## src/rtl/quad_decoder_counter.sv

```systemverilog
// Quadrature A/B receiver: synchronises the pins, decodes Gray-code steps and tracks position.
// Optional macro QDEC_SAT_EN makes the count saturate at 0 / all-ones instead of wrapping.
module quad_decoder_counter #(
  parameter int unsigned WIDTH       = 4,
  parameter int unsigned SYNC_STAGES = 2
) (
  input  logic             clk,
  input  logic             reset,
  input  logic             enc_a,
  input  logic             enc_b,
  input  logic             clr,
  output logic [WIDTH-1:0] count,
  output logic             dir,
  output logic             step,
  output logic             err
);

  logic [SYNC_STAGES-1:0] a_sync_q;
  logic [SYNC_STAGES-1:0] b_sync_q;
  logic [SYNC_STAGES:0]   fill_q;
  logic [1:0]             prev_q;
  logic [1:0]             s_c;
  logic                   prime_c;
  logic                   live_c;
  logic                   up_c;
  logic                   down_c;
  logic                   bad_c;
  logic [WIDTH-1:0]       count_nxt_c;

  assign s_c = {a_sync_q[SYNC_STAGES-1], b_sync_q[SYNC_STAGES-1]};

  // The first sample is held off until the synchroniser has flushed its reset zeros,
  // so an encoder resting at a non-00 state never produces a spurious transition.
  assign prime_c = fill_q[SYNC_STAGES-1] & ~fill_q[SYNC_STAGES];
  assign live_c  = fill_q[SYNC_STAGES];

  always_ff @(posedge clk or negedge reset) begin
    if (!reset) begin
      a_sync_q <= '0;
      b_sync_q <= '0;
      fill_q   <= '0;
    end else begin
      a_sync_q <= {a_sync_q[SYNC_STAGES-2:0], enc_a};
      b_sync_q <= {b_sync_q[SYNC_STAGES-2:0], enc_b};
      fill_q   <= {fill_q[SYNC_STAGES-1:0], 1'b1};
    end
  end

  // Classify the prev->current pair as up, down, illegal or no change.
  always_comb begin
    up_c   = 1'b0;
    down_c = 1'b0;
    bad_c  = 1'b0;
    if (live_c) begin
      case ({prev_q, s_c})
        4'b00_01, 4'b01_11, 4'b11_10, 4'b10_00: up_c   = 1'b1;
        4'b00_10, 4'b10_11, 4'b11_01, 4'b01_00: down_c = 1'b1;
        4'b00_11, 4'b11_00, 4'b01_10, 4'b10_01: bad_c  = 1'b1;
        default: ;
      endcase
    end
  end

  // Next count: clear wins over any decoded step.
  always_comb begin
    count_nxt_c = count;
    if (clr) begin
      count_nxt_c = '0;
    end else if (up_c) begin
`ifdef QDEC_SAT_EN
      if (count != '1) count_nxt_c = count + WIDTH'(1);
`else
      count_nxt_c = count + WIDTH'(1);
`endif
    end else if (down_c) begin
`ifdef QDEC_SAT_EN
      if (count != '0) count_nxt_c = count - WIDTH'(1);
`else
      count_nxt_c = count - WIDTH'(1);
`endif
    end
  end

  always_ff @(posedge clk or negedge reset) begin
    if (!reset) begin
      prev_q <= 2'b00;
      count  <= '0;
      dir    <= 1'b1;
      step   <= 1'b0;
      err    <= 1'b0;
    end else begin
      if (prime_c || live_c) prev_q <= s_c;
      count <= count_nxt_c;
      step  <= up_c | down_c;
      err   <= bad_c;
      if (up_c) dir <= 1'b1;
      else if (down_c) dir <= 1'b0;
    end
  end

endmodule

```

## config.mk

```make
export PLATFORM = sky130hd
export DESIGN_NAME = quad_decoder_counter
export DESIGN_NICKNAME = d
export VERILOG_FILES = /design/src/rtl/quad_decoder_counter.sv
export SDC_FILE = /design/constraint.sdc
export NUM_CORES = 1
export LEC_CHECK = 0
export CAP_MARGIN = 30
export CORE_MARGIN = 5
export CORE_UTILIZATION = 44
export DETAILED_ROUTE_END_ITERATION = 10
export MAX_ROUTING_LAYER = met4
export PLACE_DENSITY = 0.76
export SLEW_MARGIN = 15
export SYNTH_ARGS = -nofsm -noshare
export SYNTH_HDL_FRONTEND = slang
export SYNTH_SLANG_ARGS = --single-unit
export TNS_END_PERCENT = 50
```

## constraint.sdc

```tcl
create_clock -name clk -period 2.3 [get_ports clk]
set_input_delay 0.345 -clock clk [delete_from_list [all_inputs] [get_ports clk]]
set_output_delay 0.345 -clock clk [all_outputs]
set_load 0.03 [all_outputs]
```

==> results.py <==
metrics = {
    "grt": {
        "grt_use_total_pct": 11.3,
        "grt_pass1_vias": 456,
        "grt_pass1_wl_um": 2040,
        "antenna_found_initial": 0,
        "grt_overflow": 0,
        "grt_start_max_net_pins": 17,
    },
    "logic_synthesis": {
        "ys_ff_latch": 16,
        "synth_top_cell_by_area": "dfrtp_1",
        "yosys.area_share.simple_pct": 10.6,
        "muxShareOfSynthArea_pct": 4.75,
        "avgSynthCellArea_sq_um": 12.0,
        "synth_compound_area_share_pct": 9.86,
        "synth_xor_area_share_pct": 8.63,
        "synth_fa_ha_area_share_pct": 6.34,
        "syn_inst": 59,
        "synth_warnings": 0,
        "synth_area_sq_um": 711,
        "syn-num-nets": 67,
        "yosysMostFrequentCell": "dfrtp_1",
        "synth.top_cell.area_share_pct": 52.8,
        "async_reset_ff_share_pct": 100,
        "ys_top_cells_by_area": "dfrtp_1 53%, xnor2_1 4.9%, dfstp_2 3.7%",
        "netlist-cell-type-count": 24,
        "synth_top_family_by_area": "simple AND/OR/NAND/NOR gates",
        "synthFlopType": "dfrtp_1",
        "synth_enable_flop_cells": 0,
        "synth_commonest_cells": "15 x dfrtp_1, 5 x a21oi_1, 5 x nor2_1, 4 x inv_1, 4 x xnor2_1",
        "synth.yosys.seq_area_share_pct": 56.5,
    },
    "pwr": {
        "switching_share_pct": 32.4,
        "clockPowerShare_pct": 21.2,
        "power.leakage_nw": 0.401,
        "p_per_area_nw_per_um2": 805,
        "share_comb_of_total_power_pct": 32.9,
        "switchingPower_uw": 237,
        "p_int_uw": 495,
        "seq_power_share_pct": 45.9,
        "p_total_uw": 732,
        "ir_drop_mv": 0.510,
    },
    "clock_tree": {
        "root_buffer": "clkbuf_4",
        "cts_tree": "done",
        "cts.sinks": 16,
        "path_clk_slew_ns": 0.09,
        "ctsHoldBuffers": 0,
        "clock_path_buffers": 2,
        "clock_latency_ns": 0.29,
        "numCtsBuffers": 3,
        "htree_levels": 1,
    },
    "finish": {
        "ff_latch_area_sq_um": 402,
        "nets": 85,
        "synthToLayoutAreaGrowth_pct": 28.0,
        "multiInputGateArea_sq_um": 314,
        "num_antenna_cells": 0,
        "drive_gt1_share_pct": 18.4,
        "fillers": 117,
    },
    "setup_path": {
        "crit_chain": "xor2_1 > nand3_2 > ha_4 > and3_1 > o311a_1 > o21ai_1 > mux2_1",
        "startpoint_type": "register",
        "endpoint_kind": "register",
        "ff2ff_path_depth": 7,
        "reg2reg_to": "count[3]$_DFFE_PN0P_",
        "required_ns": 2.48,
        "max_stage_delay_ns": 0.42,
        "crit_family": "compound AO/OA/AOI/OAI gates",
        "path_buf_inv": 0,
        "slowest_stage": "dfrtp_1",
        "crit_path_max_fanout": 4,
        "rr_startpoint": "b_sync_q[1]$_DFF_PN0_",
        "cp.arrival_ns": 2.33,
        "crit_type": "register to register",
        "r2r_slack_ns": 0.14,
    },
    "run_status": {
        "status": "complete, no violations",
    },
    "hold_path": {
        "holdPathEnd": "a_sync_q[1]$_DFF_PN0_",
        "min_from": "a_sync_q[0]$_DFF_PN0_",
        "min_path_cells": 0,
        "worstHoldPathType": "register to register",
    },
    "routing": {
        "route.detailed.drc": 0,
        "vias_per_cell": 5.11,
        "wl_um": 1170,
        "drtAntennaViolNets": 0,
        "wl_per_cell_um": 12.7,
        "vias": 470,
        "first_pass_iters": 3,
        "first_iter_violations": 3,
    },
    "placement": {
        "dpl.hpwl_um": 888,
        "numPortBuffers": 11,
        "gp_congestion": 0.839,
    },
    "timing": {
        "slew_viol_final": 0,
        "rsz0062_at_grt": "no",
        "fin_setup_tns_ns": 0,
        "worst_slew_pin_slew_ns": 0.689,
        "setup_viol": 0,
        "period_needed_ns": 2.16,
        "skew_ns": 0.00475,
        "maxClockFrequency_ghz": 0.464,
        "hold_viol_final": 0,
        "period_share_pct": 93.7,
        "relSlewSlack_pct": 53.9,
    },
    "die": {
        "rows": 14,
        "die_w_um": 50.2,
        "ios": 12,
        "core_sq_um": 1520,
        "start_util_pct": 46.6,
        "dieArea_sq_um": 2520,
        "die_h_um": 50.2,
    },
    "job": {
        "maxCapViolations": 0,
    },
}
## worst register-to-register path, delay by kind of cell (launching register included)
kind            cells  cell delay, ns
compound gates      2            0.46
simple gates        2            0.36
xor+xnor            1            0.23
fa+ha+maj           1            0.26
mux                 1            0.33
flops               1            0.42
## cell usage in the layout, fill, tap and decap left out, drive strengths merged, types with 2 or more instances in the layout
master,instances
clkdlybuf4s50,11
buf,3
nor2,5
ha,2
xnor2,4
nand3,3
clkbuf,4
dfrtp,15
o21ai,3
xor2,3
inv,4
mux2,3
a21oi,5
## power groups by stage
stage	Clock, mW	Sequential (mW)	Combinational [mW]
after floorplan	0	0.378	0.110
after CTS	0.162	0.335	0.234
after global routing	0.179	0.340	0.262
final	0.155	0.336	0.241
after global placement	0	0.339	0.226
after detailed placement	0	0.341	0.234
## routing by layer
metal / track usage (%) / share of wire (%) / vias to the layer above
li1: - / - / 233
met1: 14.0 / 46 / 220
met2: 15.7 / 44 / 13
met3: 3.85 / 6.4 / 4
met4: 6.55 / 3.3 / 0
met5: - / 0 / -
## worst max-delay path by stage
| stage | endpoint | startpoint | cells past startpoint |
|---|---|---|---|
| detailed placement | count[3]$_DFFE_PN0P_ | b_sync_q[1]$_DFF_PN0_ | 7 |
| CTS | count[3]$_DFFE_PN0P_ | b_sync_q[1]$_DFF_PN0_ | 7 |
| global route | count[3]$_DFFE_PN0P_ | b_sync_q[1]$_DFF_PN0_ | 7 |
| finish | count[3]$_DFFE_PN0P_ | b_sync_q[1]$_DFF_PN0_ | 7 |
| floorplan | count[3]$_DFFE_PN0P_ | b_sync_q[1]$_DFF_PN0_ | 7 |
| global placement | count[3]$_DFFE_PN0P_ | b_sync_q[1]$_DFF_PN0_ | 7 |
## cell type report
class / instances / area share [%]
clock buffer: 4 / 2.89
multi-input combinational: 38 / 34.5
tap: 16 / 2.20
sequential: 16 / 44.2
timing repair buffer: 14 / 14.6
inverter: 4 / 1.65
## metrics by stage
step	hold slack [ns]	cells	cell area [sq um]	util, %	worst slack (ns)
final	0.361	92	910	59.7	0.144
after global routing	0.375	92	910	59.7	0.0315
after CTS	0.365	92	892	58.5	0.0297
after floorplan	0.0494	59	718	-	0.0413
after global placement	0.334	88	866	56.8	0.0977
after detailed placement	0.344	88	866	56.8	0.0504
## timing repair
action | CTS | global route
buffers inserted | 0 | 0
gates resized for setup | 0 | 2
endpoints found under the setup margin | 0 | 1
## logic make-up (layout without fill, tap and decap cells)
kind of cell    after synthesis  count (layout)
compound gates               11              11
xor+xnor                      7               7
fa+ha+maj                     3               3
buf+inv                       5              22
flops                        16              16
mux                           3               3
other cells                   1               1
simple gates                 13              13
## registers in the layout (all words and copies together) (netlist names)
register	count
count	4
fill_q	3
a_sync_q	2
b_sync_q	2
prev_q	2
dir	1
err	1
step	1
(Power assumes the default switching activity.)
